`config.mk`:
```
export PLATFORM = sky130hd
export DESIGN_NAME = prog_loader
export DESIGN_NICKNAME = d
export VERILOG_FILES = /design/src/rtl/prog_loader.sv
export SDC_FILE = /design/constraint.sdc
export NUM_CORES = 1
export LEC_CHECK = 0
export ABC_AREA = 1
export CAP_MARGIN = 5
export CORE_UTILIZATION = 41
export CTS_CLUSTER_SIZE = 30
export DETAILED_ROUTE_END_ITERATION = 6
export GPL_TIMING_DRIVEN = 0
export PLACE_DENSITY = 0.73
export SETUP_SLACK_MARGIN = 0.15
export SLEW_MARGIN = 20
export SYNTH_ARGS = -nofsm -noshare
export SYNTH_HDL_FRONTEND = slang
export SYNTH_SLANG_ARGS = --single-unit
```
`constraint.sdc`:
```
create_clock -name clk -period 4.45 [get_ports clk]
set_input_delay 0.89 -clock clk [delete_from_list [all_inputs] [get_ports clk]]
set_output_delay 0.89 -clock clk [all_outputs]
set_load 0.05 [all_outputs]
```
`src/rtl/prog_loader.sv`:
```
// prog_loader: boot loader for the instruction memory. It holds the processor in
// reset, receives a byte stream (16-bit word count, payload words, XOR checksum),
// writes the words into the instruction memory and, if the checksum is good,
// releases the processor.
module prog_loader #(
  parameter int unsigned MINSTS  = 64,
  parameter int unsigned MINSTW  = $clog2(MINSTS),
  parameter int unsigned NBINST  = 14,
  parameter int unsigned AUTORUN = 0
) (
  input  logic              clk,
  input  logic              rst,
  input  logic              load_req,
  input  logic [7:0]        s_data,
  input  logic              s_valid,
  output logic              s_ready,
  output logic              im_wr,
  output logic [MINSTW-1:0] im_addr,
  output logic [NBINST-1:0] im_data,
  output logic              proc_rst,
  output logic              busy,
  output logic              done,
  output logic              err,
  output logic [MINSTW:0]   wcount
);

  localparam int unsigned NBYTES = (NBINST + 7) / 8;
  localparam int unsigned WW     = NBYTES * 8;
  localparam int unsigned BCW    = (NBYTES > 1) ? $clog2(NBYTES) : 1;

  typedef enum logic [2:0] {
    StIdle, StHdrHi, StHdrLo, StData, StChk, StRun, StErr
  } state_e;

  state_e              state_q, state_d;
  logic [15:0]         n_q, n_d;
  logic [7:0]          xr_q, xr_d;
  logic [WW-1:0]       word_q, word_d;
  logic [BCW-1:0]      bcnt_q, bcnt_d;
  logic [MINSTW:0]     wcount_q, wcount_d;
  logic                im_wr_q, im_wr_d;
  logic [MINSTW-1:0]   im_addr_q, im_addr_d;
  logic [NBINST-1:0]   im_data_q, im_data_d;
  logic                s_ready_q, s_ready_d;
  logic                proc_rst_q, proc_rst_d;
  logic                busy_q, busy_d;
  logic                done_q, done_d;
  logic                err_q, err_d;

  logic                accept;
  logic [WW+7:0]       word_cat;
  logic [15:0]         n_full;
  logic [MINSTW:0]     wcount_inc;

  // Next-state and registered-output computation for the loader FSM.
  always_comb begin
    state_d    = state_q;
    n_d        = n_q;
    xr_d       = xr_q;
    word_d     = word_q;
    bcnt_d     = bcnt_q;
    wcount_d   = wcount_q;
    im_wr_d    = 1'b0;
    im_addr_d  = im_addr_q;
    im_data_d  = im_data_q;
    proc_rst_d = proc_rst_q;
    busy_d     = busy_q;
    done_d     = done_q;
    err_d      = err_q;

    // A load_req cycle never accepts a byte, so an abort cannot complete a word.
    accept     = s_valid && s_ready_q && !load_req;
    word_cat   = {word_q, s_data};
    n_full     = {n_q[15:8], s_data};
    wcount_inc = wcount_q + 1'b1;

    if (load_req) begin
      state_d    = StHdrHi;
      xr_d       = 8'h00;
      wcount_d   = '0;
      bcnt_d     = '0;
      word_d     = '0;
      err_d      = 1'b0;
      done_d     = 1'b0;
      busy_d     = 1'b1;
      proc_rst_d = 1'b1;
    end else begin
      unique case (state_q)
        StIdle: begin
          proc_rst_d = 1'b1;
          done_d     = 1'b0;
        end
        StHdrHi: begin
          if (accept) begin
            n_d[15:8] = s_data;
            xr_d      = xr_q ^ s_data;
            state_d   = StHdrLo;
          end
        end
        StHdrLo: begin
          if (accept) begin
            n_d  = n_full;
            xr_d = xr_q ^ s_data;
            if (n_full > 16'(MINSTS)) begin
              state_d    = StErr;
              err_d      = 1'b1;
              busy_d     = 1'b0;
              done_d     = 1'b0;
              proc_rst_d = 1'b1;
            end else if (n_full == 16'd0) begin
              state_d = StChk;
            end else begin
              state_d = StData;
            end
          end
        end
        StData: begin
          if (accept) begin
            xr_d   = xr_q ^ s_data;
            word_d = word_cat[WW-1:0];
            if (bcnt_q == BCW'(NBYTES - 1)) begin
              // Word complete: write it next cycle and advance the word count.
              bcnt_d    = '0;
              im_wr_d   = 1'b1;
              im_addr_d = wcount_q[MINSTW-1:0];
              im_data_d = word_cat[NBINST-1:0];
              wcount_d  = wcount_inc;
              if (16'(wcount_inc) == n_q) begin
                state_d = StChk;
              end
            end else begin
              bcnt_d = bcnt_q + BCW'(1);
            end
          end
        end
        StChk: begin
          if (accept) begin
            xr_d   = xr_q ^ s_data;
            busy_d = 1'b0;
            if ((xr_q ^ s_data) == 8'h00) begin
              state_d    = StRun;
              proc_rst_d = 1'b0;
              done_d     = 1'b1;
            end else begin
              state_d    = StErr;
              err_d      = 1'b1;
              proc_rst_d = 1'b1;
              done_d     = 1'b0;
            end
          end
        end
        StRun: begin
          proc_rst_d = 1'b0;
          done_d     = 1'b1;
          busy_d     = 1'b0;
        end
        StErr: begin
          proc_rst_d = 1'b1;
          err_d      = 1'b1;
          busy_d     = 1'b0;
          done_d     = 1'b0;
        end
        default: state_d = StIdle;
      endcase
    end

    s_ready_d = (state_d == StHdrHi) || (state_d == StHdrLo) ||
                (state_d == StData)  || (state_d == StChk);
  end

  // State and output registers with asynchronous active-high reset.
  always_ff @(posedge clk or posedge rst) begin
    if (rst) begin
      state_q    <= (AUTORUN != 0) ? StRun : StIdle;
      n_q        <= 16'h0000;
      xr_q       <= 8'h00;
      word_q     <= '0;
      bcnt_q     <= '0;
      wcount_q   <= '0;
      im_wr_q    <= 1'b0;
      im_addr_q  <= '0;
      im_data_q  <= '0;
      s_ready_q  <= 1'b0;
      proc_rst_q <= (AUTORUN == 0);
      busy_q     <= 1'b0;
      done_q     <= (AUTORUN != 0);
      err_q      <= 1'b0;
    end else begin
      state_q    <= state_d;
      n_q        <= n_d;
      xr_q       <= xr_d;
      word_q     <= word_d;
      bcnt_q     <= bcnt_d;
      wcount_q   <= wcount_d;
      im_wr_q    <= im_wr_d;
      im_addr_q  <= im_addr_d;
      im_data_q  <= im_data_d;
      s_ready_q  <= s_ready_d;
      proc_rst_q <= proc_rst_d;
      busy_q     <= busy_d;
      done_q     <= done_d;
      err_q      <= err_d;
    end
  end

  assign s_ready  = s_ready_q;
  assign im_wr    = im_wr_q;
  assign im_addr  = im_addr_q;
  assign im_data  = im_data_q;
  assign proc_rst = proc_rst_q;
  assign busy     = busy_q;
  assign done     = done_q;
  assign err      = err_q;
  assign wcount   = wcount_q;

endmodule
```
Word level (Yosys, flattened, before mapping)
Index checks and enable logic that the tools add are counted.
Word-level totals
  register bits after elaboration: 67
  latch bits: 0
  RAM bits: 0
  ROM bits: 0
  input bits: 12
  logic and storage cells: 115
  memories kept: 0
Cells by class
  $add $sub $neg: 2
  $mul: 0
  divide/modulo/power cells: 0
  magnitude comparators: 1
  eq/ne operators: 15
  shift operators: 0
  muxes and demuxes: 50
  bitwise logic cells: 3
  reductions and logical operators: 29
Operators by type and width (number)
  2-to-1 mux 8 bit: 4
  2-to-1 mux 7 bit: 4
  2-to-1 mux 3 bit: 9
  2-to-1 mux 1 bit: 23
  2-to-1 mux 6 bit: 3
  equality test 7 x 16 -> 1 bit: 1
  > comparator 16 x 7 -> 1 bit, second input constant: 1
  zero test 16 bit: 1
  case mux 8 bit (2 select lines): 1
  AND reduction 4 bit: 4
  case mux 3 bit (5 select lines): 1
  equality test 3 x 2 -> 1 bit, second input constant: 4
  equality test 3 bit, second input constant: 4
  inequality test 3 bit, second input constant: 4
  zero test 8 bit: 1
  case mux 1 bit (4 select lines): 2
  nonzero test 2 bit: 4
  nonzero test 4 bit: 2
  XOR 8 bit: 1
  adder 7 x 1 -> 7 bit, second input constant: 1
  equality test 3 x 1 -> 1 bit, second input constant: 2
  case mux 1 bit (3 select lines): 2
  AND reduction 3 bit: 2
  AND reduction 5 bit: 1
  other kinds (12): 18

Depth between registers and ports, before layout
Gate-level depths: netlist of the first run.
  word-level depth: 11
  gate-level depth with buffers: 16

Worst setup path after synthesis of the first run
No wires, ideal clock.
  path type: register to register
  start point: register wcount_q[1], in the netlist wcount[1]
  end point: register s_ready_q, in the netlist s_ready
  library setup time: 0.113 ns
  arrival: 1.949 ns
  setup slack: 2.389 ns
  cell stages (with the launch flop): 17
  buffers on the path: 0
  period minus slack after synthesis: 2.061 ns
  path through: dfrtp_1 -> ha_1 -> nand2_1 -> inv_1 -> nand2_1 -> nand2_1 -> nand2_1 -> nand2_1 -> nand2_1 -> nor2_1 -> nand2_1 -> nand2_2 -> nand2_1 -> nor2_2 -> nand3_1 -> nand2_1 -> inv_1
Between the ends
  longest elaborated chain between the ends: 11
  elaborated cells between the ends (all ways): 14
RTL lines
  start, declared: RTL line 40  | logic [MINSTW:0] wcount_q, wcount_d;
  start signal, assigned: RTL line 194  | wcount_q <= wcount_d;
  adder 7 x 1 -> 7 bit *: RTL line 75  | wcount_inc = wcount_q + 1'b1;
  equality test 7 x 16 -> 1 bit *: RTL line 128  | if (16'(wcount_inc) == n_q) begin
  2-to-1 mux 3 bit *: RTL line 128
  2-to-1 mux 3 bit *: RTL line 121  | if (bcnt_q == BCW'(NBYTES - 1)) begin
  2-to-1 mux 3 bit *: RTL line 118  | if (accept) begin
  case mux 3 bit (5 select lines) *: RTL line 88  | unique case (state_q)
  2-to-1 mux 3 bit *: RTL line 77  | if (load_req) begin
  equality test 3 x 1 -> 1 bit or equality test 3 x 2 -> 1 bit (tied branches): RTL line 167  | s_ready_d = (state_d == StHdrHi) || (state_d == StHdrLo) ||
  logical OR 1 bit (2 in series): RTL line 167
  logical OR 1 bit *: RTL line 168  | (state_d == StData) || (state_d == StChk);
  named net s_ready_d: RTL line 44  | logic s_ready_q, s_ready_d;
  end signal, assigned: RTL line 198  | s_ready_q <= s_ready_d;
  end, declared: RTL line 44
Mark *: on every way through the listed nets, which the timed path passes. The rest lies on a longest branch.
A chain may end at the register's enable or synchronous reset.

Final worst setup path of the first run
  start point: register wcount_q[2], in the netlist wcount[2]
  end point: output wcount[2]
RTL lines
  end, declared: RTL line 24  | output logic [MINSTW:0] wcount
No word-level cell between the ends.

==> impl_metrics.tcl, run 1 <==
set metrics [dict create \
    run_status "finished, final reports clean" \
    cts_repair_resize_count 0 \
    synthesis.instances 415 \
    die_height_um 92.08 \
    clkSlewWorstSetupHoldPaths_ns 0.07 \
    worstSetupStartpointType "flop" \
    endpoint_kind "primary output" \
    viasPerCell 4.972 \
    final_min_period_over_clock_period_pct 57.59 \
    fmax_mhz 390.2 \
    final_layout_size_suffix_gt1_share_pct 11.37 \
    cp_data_required_time_ns 3.56 \
    clock_skew_ns 0.006291 \
    crit_slowest_cell "sky130_fd_sc_hd__clkdlybuf4s50_1" \
    p_per_area_nw_per_um2 513.2 \
    cpLargestDelayFamily "buffers and inverters" \
    globalRoute.totalOverflow 0 \
    vias 2869 \
    gp_routability_congestion 0.9163 \
    fin_crit_ns 2.563 \
    placeableCoreArea_um2 7807 \
    postCtsSetupBuffers 0 \
    nets 484 \
    initial_core_utilization_pct 42.61 \
    switching_power_w 0.0008067 \
    die_width_um 92.08 \
    grt_util_all_layers_pct 19.85 \
    first_pass_iters 4 \
    timing.setup.critical_path_class "reg2out" \
    area_growth_pct 23.96 \
    final-setup-viol-count 0 \
    remaining_design_rule_violation_count 0 \
    cts_hold_repair.buffers 0 \
    critical_path_buf_inv_count 1 \
    htree_num_levels 3 \
    numClockSinks 67 \
    power_leakage_nw 1.974 \
    placementRows 32 \
    cell_internal_pwr_w 0.001310 \
    synth.ff_latch_count 67 \
    path_max_fanout 8 \
    cts_made_buffers 9 \
    slew_violations 0 \
    number_of_antenna_violations_at_the_first_check_in_global_routing 0 \
    clock_tree.buffer_depth 2 \
    ioPinCount 45 \
    floorplan.die_area_um2 8479 \
    cp_arrival_ns 1.67 \
    min_delay_worst_type "reg2reg" \
    combPwrFrac_pct 35.1 \
    yosysSeqAreaShare_pct 50.43 \
    vdd.ir_drop.worst_uv 179.3 \
    post-place-ws_ns 1.617 \
    syn-mean-instance-area_um2 8.017 \
    power.share.sequential_pct 39.1 \
    crit_path_cell_trace "clkdlybuf4s50_1" \
    timing.setup.tns_ns 0 \
    global_route_wire_length_before_repair_um 12990 \
    wl_cell_um 12.95 \
    maxCapViolCount 0 \
    clock_latency_ns 0.35 \
    timing.critical_path.slowest_cell_delay_ns 0.85 \
    post_route_utilization_pct 52.82 \
    number_of_buffers_inserted_by_port_buffering 44 \
    diodes 0 \
    grt_setup_unrepaired "false" \
    drt_iter0_drc 131 \
    relSlewSlack_pct 63.48 \
    grt_pass1_vias 2710 \
    power.share.switching_pct 38.11 \
    detailed_place_hpwl_um 5518 \
    synthDistinctLibCells 31 \
    grt_max_degree 38 \
    worst_slew_pin_slew_ns 0.5437 \
    post_synth_instance_area_um2 3327 \
    syn-num-nets 428 \
    power.share.clock_pct 25.8 \
    finalWorstSetupSlack_ns 1.887 \
    ff2ff_setup_slack_ns 2.43 \
    synth-warning-count 0 \
    antenna_left 0 \
    wirelength_um 7470 \
    ctsRootBufferMaster "sky130_fd_sc_hd__clkbuf_8" \
    cts_tree "built" \
    final_hold_viol_count 0 \
]
-- through the flow --
stage | power [W] | hold WS, ns | std cells | cell area (um^2)
after CTS | 0.002131 | 0.4705 | 577 | 4124
after detailed placement | 0.001587 | 0.4579 | 562 | 3918
after global routing | 0.002243 | 0.4823 | 577 | 4124
final | 0.002117 | 0.4667 | 577 | 4124
after global placement | 0.001568 | 0.4536 | 561 | 3895
after floorplan | 0.001349 | 0.4492 | 415 | 3327
-- cells in the final DEF (no fill, tap or decap), drive strengths merged --
cell type        n
o22ai            9
o21a             2
nand3b           2
dfrtp           66
a21oi            6
nand3           18
ha               1
o21ai           42
clkinv           3
clkbuf          10
o32ai            8
dfstp            1
o211ai           2
inv             70
nor3             2
buf              8
bufinv           2
nor4             1
nor2            38
nand4            5
nand2          134
o21bai           1
clkdlybuf4s50   44
-- power by group through the flow --
stage / clock network, W / registers (W) / logic, W
floorplan: 0 / 0.00108 / 0.000273
global placement: 0 / 0.000835 / 0.000734
detailed placement: 0 / 0.000840 / 0.000747
CTS: 0.000553 / 0.000829 / 0.000749
global route: 0.000585 / 0.000847 / 0.000811
finish: 0.000545 / 0.000828 / 0.000743
-- cells in the mapped netlist --
| cell | instances | area (um^2) |
|---|---|---|
| sky130_fd_sc_hd__a21oi_1 | 5 | 25.02 |
| sky130_fd_sc_hd__a21oi_2 | 1 | 8.760 |
| sky130_fd_sc_hd__buf_2 | 5 | 25.02 |
| sky130_fd_sc_hd__buf_6 | 2 | 22.52 |
| sky130_fd_sc_hd__dfrtp_1 | 66 | 1652 |
| sky130_fd_sc_hd__dfstp_2 | 1 | 26.28 |
| sky130_fd_sc_hd__ha_1 | 1 | 12.51 |
| sky130_fd_sc_hd__inv_1 | 63 | 236.5 |
| sky130_fd_sc_hd__inv_2 | 6 | 22.52 |
| sky130_fd_sc_hd__inv_4 | 1 | 6.260 |
| sky130_fd_sc_hd__nand2_1 | 131 | 491.7 |
| sky130_fd_sc_hd__nand2_2 | 3 | 18.77 |
| sky130_fd_sc_hd__nand3_1 | 17 | 85.08 |
| sky130_fd_sc_hd__nand3_2 | 1 | 10.01 |
| sky130_fd_sc_hd__nand3b_1 | 2 | 15.01 |
| sky130_fd_sc_hd__nand4_1 | 5 | 31.28 |
| sky130_fd_sc_hd__nor2_1 | 23 | 86.33 |
| sky130_fd_sc_hd__nor2_2 | 8 | 50.05 |
| sky130_fd_sc_hd__nor2_4 | 6 | 67.56 |
| sky130_fd_sc_hd__nor2_8 | 1 | 20.02 |
| sky130_fd_sc_hd__nor3_1 | 1 | 5.000 |
| sky130_fd_sc_hd__nor3_2 | 1 | 10.01 |
| sky130_fd_sc_hd__nor4_4 | 1 | 21.27 |
| sky130_fd_sc_hd__o211ai_1 | 2 | 15.01 |
| sky130_fd_sc_hd__o21a_1 | 2 | 15.01 |
| sky130_fd_sc_hd__o21ai_0 | 24 | 120.1 |
| sky130_fd_sc_hd__o21ai_1 | 17 | 85.08 |
| sky130_fd_sc_hd__o21ai_2 | 1 | 8.760 |
| sky130_fd_sc_hd__o21bai_1 | 1 | 7.510 |
| sky130_fd_sc_hd__o22ai_1 | 9 | 56.30 |
| sky130_fd_sc_hd__o32ai_1 | 8 | 70.07 |
-- state kept, by name, summed over array words and instances, names as in the netlist --
register,flops
im_wr,1
xr_q,8
bcnt_q,1
proc_rst,1
im_data,14
err,1
n_q,16
done,1
busy,1
wcount,7
word_q,6
s_ready,1
state_q,3
im_addr,6
-- final timing paths --
kind | depth (start not counted) | endpoint | from
worst max-delay path | 1 | wcount[2] | wcount[2]$_DFFE_PP0P_
worst min-delay path | 2 | proc_rst$_DFFE_PP1P_ | proc_rst$_DFFE_PP1P_
worst max register to register | 16 | s_ready$_DFF_PP0_ | wcount[1]$_DFFE_PP0P_
worst min register to register | 2 | proc_rst$_DFFE_PP1P_ | proc_rst$_DFFE_PP1P_
max in group asynchronous | 3 | im_addr[3]$_DFFE_PP0P_ | rst
min in group asynchronous | 2 | wcount[6]$_DFFE_PP0P_ | rst
-- per-layer routing --
layer  vias to the layer above  wire length (um)  global-route usage, %
li1                       1435                 -                      -
met1                      1342              3450                  26.61
met2                        76              3488                  31.53
met3                        16               412                  5.224
met4                         0               119                  5.859
met5                         -                 0                      0
-- cells by family (layout without fill, tap and decap cells) --
kind of cell / after synthesis / after routing / synth area share [%]
adder cells (fa/ha/maj): 1 / 1 / 0.3760
flip-flops: 67 / 67 / 50.43
AND/OR/NAND/NOR: 200 / 200 / 27.42
buffers and inverters: 77 / 137 / 9.402
AO/OA/AOI/OAI: 70 / 70 / 12.37
-- cell type report --
type	count	area, um^2
fill	763	3684
sequential	67	1678
multi-input combinational	271	1336
timing repair buffer	45	460.4
inverter	70	267.8
clock buffer	10	127.6
tap	102	127.6
clock inverter	5	78.83
buffer	7	47.55
(Power assumes the default switching activity.)
==> inputs of run 2 (changes only) <==
- PLACE_DENSITY: 0.73 -> 0.76
- clock period: 4.45 -> 2.35 ns (I/O delays scaled with it)
==> run 2 against run 1 <==
  * Worst setup slack worse by 1.7 ns
  * Global-route usage up 0.26 points
  * Sequential share of layout area up 0.26 points
  * Critical path type unchanged
  * Critical endpoint is now proc_rst
  * Largest cell class unchanged
  * Largest power group unchanged
==> impl_metrics.tcl, run 2 (synthesized netlist as in run 1, its figures left out) <==
set metrics [dict create \
    power_leakage_nw 1.962 \
    cts_tree "built" \
    finalWorstSetupSlack_ns 0.1994 \
    fillers 730 \
    drt_iter0_drc 181 \
    grt_setup_unrepaired "false" \
    remaining_design_rule_violation_count 0 \
    placeableCoreArea_um2 7807 \
    critical_path_buf_inv_count 1 \
    regMostFlops "n_q" \
    numClockSinks 67 \
    final_min_period_over_clock_period_pct 91.52 \
    mostFrequentLayoutCells "sky130_fd_sc_hd__nand2_1 (131), sky130_fd_sc_hd__dfrtp_1 (64), sky130_fd_sc_hd__inv_1 (62), sky130_fd_sc_hd__clkdlybuf4s50_1 (42), sky130_fd_sc_hd__o21ai_0 (24)" \
    fin_crit_ns 2.151 \
    final_layout_size_suffix_gt1_share_pct 12.18 \
    layoutNonFillerInstCount 578 \
    die_height_um 92.08 \
    ff2ff_setup_slack_ns 0.41 \
    detailed_place_hpwl_um 5748 \
    clock_tree.buffer_depth 2 \
    gp_routability_congestion 0.8964 \
    htree_num_levels 3 \
    antenna_left 0 \
    wirelength_um 7806 \
    die_width_um 92.08 \
    maxCapViolCount 0 \
    clock_latency_ns 0.35 \
    wl_cell_um 13.51 \
    viasPerCell 5.033 \
    vdd.ir_drop.worst_uv 350.5 \
    post_route_utilization_pct 52.56 \
    final_common_cell "sky130_fd_sc_hd__nand2_1" \
    post-place-ws_ns -0.08083 \
    global_route_wire_length_before_repair_um 13040 \
    cpLargestDelayFamily "buffers and inverters" \
    diodes 0 \
    ioPinCount 45 \
    grt_max_degree 47 \
    grt_pass1_vias 2781 \
    timing.setup.critical_path_class "reg2out" \
    area_growth_pct 23.35 \
    vias 2909 \
    crit_slowest_cell "sky130_fd_sc_hd__clkdlybuf4s50_1" \
    grt_util_all_layers_pct 20.11 \
    first_pass_iters 5 \
    endpoint_kind "primary output" \
    relSlewSlack_pct 62.88 \
    nets 484 \
    floorplan.die_area_um2 8479 \
    cp_arrival_ns 1.68 \
    crit_path_cell_trace "clkdlybuf4s50_1" \
    clkSlewWorstSetupHoldPaths_ns 0.07 \
    cp_data_required_time_ns 1.88 \
    cts_made_buffers 9 \
    slew_violations 0 \
    fmax_mhz 465.0 \
    run_status "finished, final reports clean" \
    path_max_fanout 2 \
    initial_core_utilization_pct 42.61 \
    placementRows 32 \
    timing.critical_path.slowest_cell_delay_ns 0.79 \
    ctsRootBufferMaster "sky130_fd_sc_hd__clkbuf_8" \
    max_ffs_per_register 16 \
    numPlacedInstances 562 \
    globalRoute.totalOverflow 0 \
    worst_hold_slack_ns 0.4208 \
    p_per_area_nw_per_um2 937.3 \
    worst_slew_pin_slew_ns 0.5527 \
    worstSetupStartpointType "flop" \
    final-setup-viol-count 0 \
    number_of_buffers_inserted_by_port_buffering 44 \
    min_delay_worst_type "in2async" \
    number_of_antenna_violations_at_the_first_check_in_global_routing 0 \
    timing.setup.tns_ns 0 \
    clock_skew_ns 0.003320 \
    final_hold_viol_count 0 \
]
## run 2: area by class of cell
cell class	count	area (um^2)	share of cell area [%]
multi-input cells	271	1339	32.62
clock buffers	10	127.6	3.110
plain buffers	7	47.55	1.159
repair buffers	45	473.0	11.52
clock inverters	6	41.29	1.006
flip-flops and latches	67	1680	40.95
inverters	70	267.8	6.524
well taps	102	127.6	3.110
## run 2: routing by layer
layer  share of wire [%]  routed length (um)  track usage, %  vias up
li1                    -                   -               -     1435
met1                  45                3504           26.01     1361
met2                  47                3664           30.91       93
met3                 5.0                 393           4.063       20
met4                 3.1                 244           12.37        0
met5                   0                   0               0        -
## run 2: final timing paths
path	end	from	depth (start not counted)
worst max register to register	s_ready$_DFF_PP0_	wcount[0]$_DFFE_PP0P_	16
min in group clk	proc_rst$_DFFE_PP1P_	proc_rst$_DFFE_PP1P_	2
max in group asynchronous	proc_rst$_DFFE_PP1P_	rst	3
worst min-delay path	im_data[9]$_DFFE_PP0P_	rst	2
worst min register to register	proc_rst$_DFFE_PP1P_	proc_rst$_DFFE_PP1P_	2
worst max-delay path	proc_rst	proc_rst$_DFFE_PP1P_	1
## run 2: timing repair
item | CTS | global route
endpoints found under the setup margin | 0 | 1
hold buffers | 0 | 0
setup buffers | 0 | 0
endpoints found under the hold margin | 0 | 0
gates resized for setup | 0 | 5
## run 2: through the flow
stage	instance area (um^2)	total power, W
after floorplan	3327	0.002554
after global placement	3895	0.002968
after detailed placement	3925	0.003017
after CTS	4094	0.003871
after global routing	4104	0.004058
final	4104	0.003846
## run 2: where the power goes
group	leakage, nW	internal (W)	switching [W]	total (W)
combinational	1.03	0.000469	0.000957	0.00143
sequential	0.852	0.00143	0.000145	0.00157
clock	0.0787	0.000382	0.000468	0.000850
total	1.96	0.00228	0.00157	0.00385
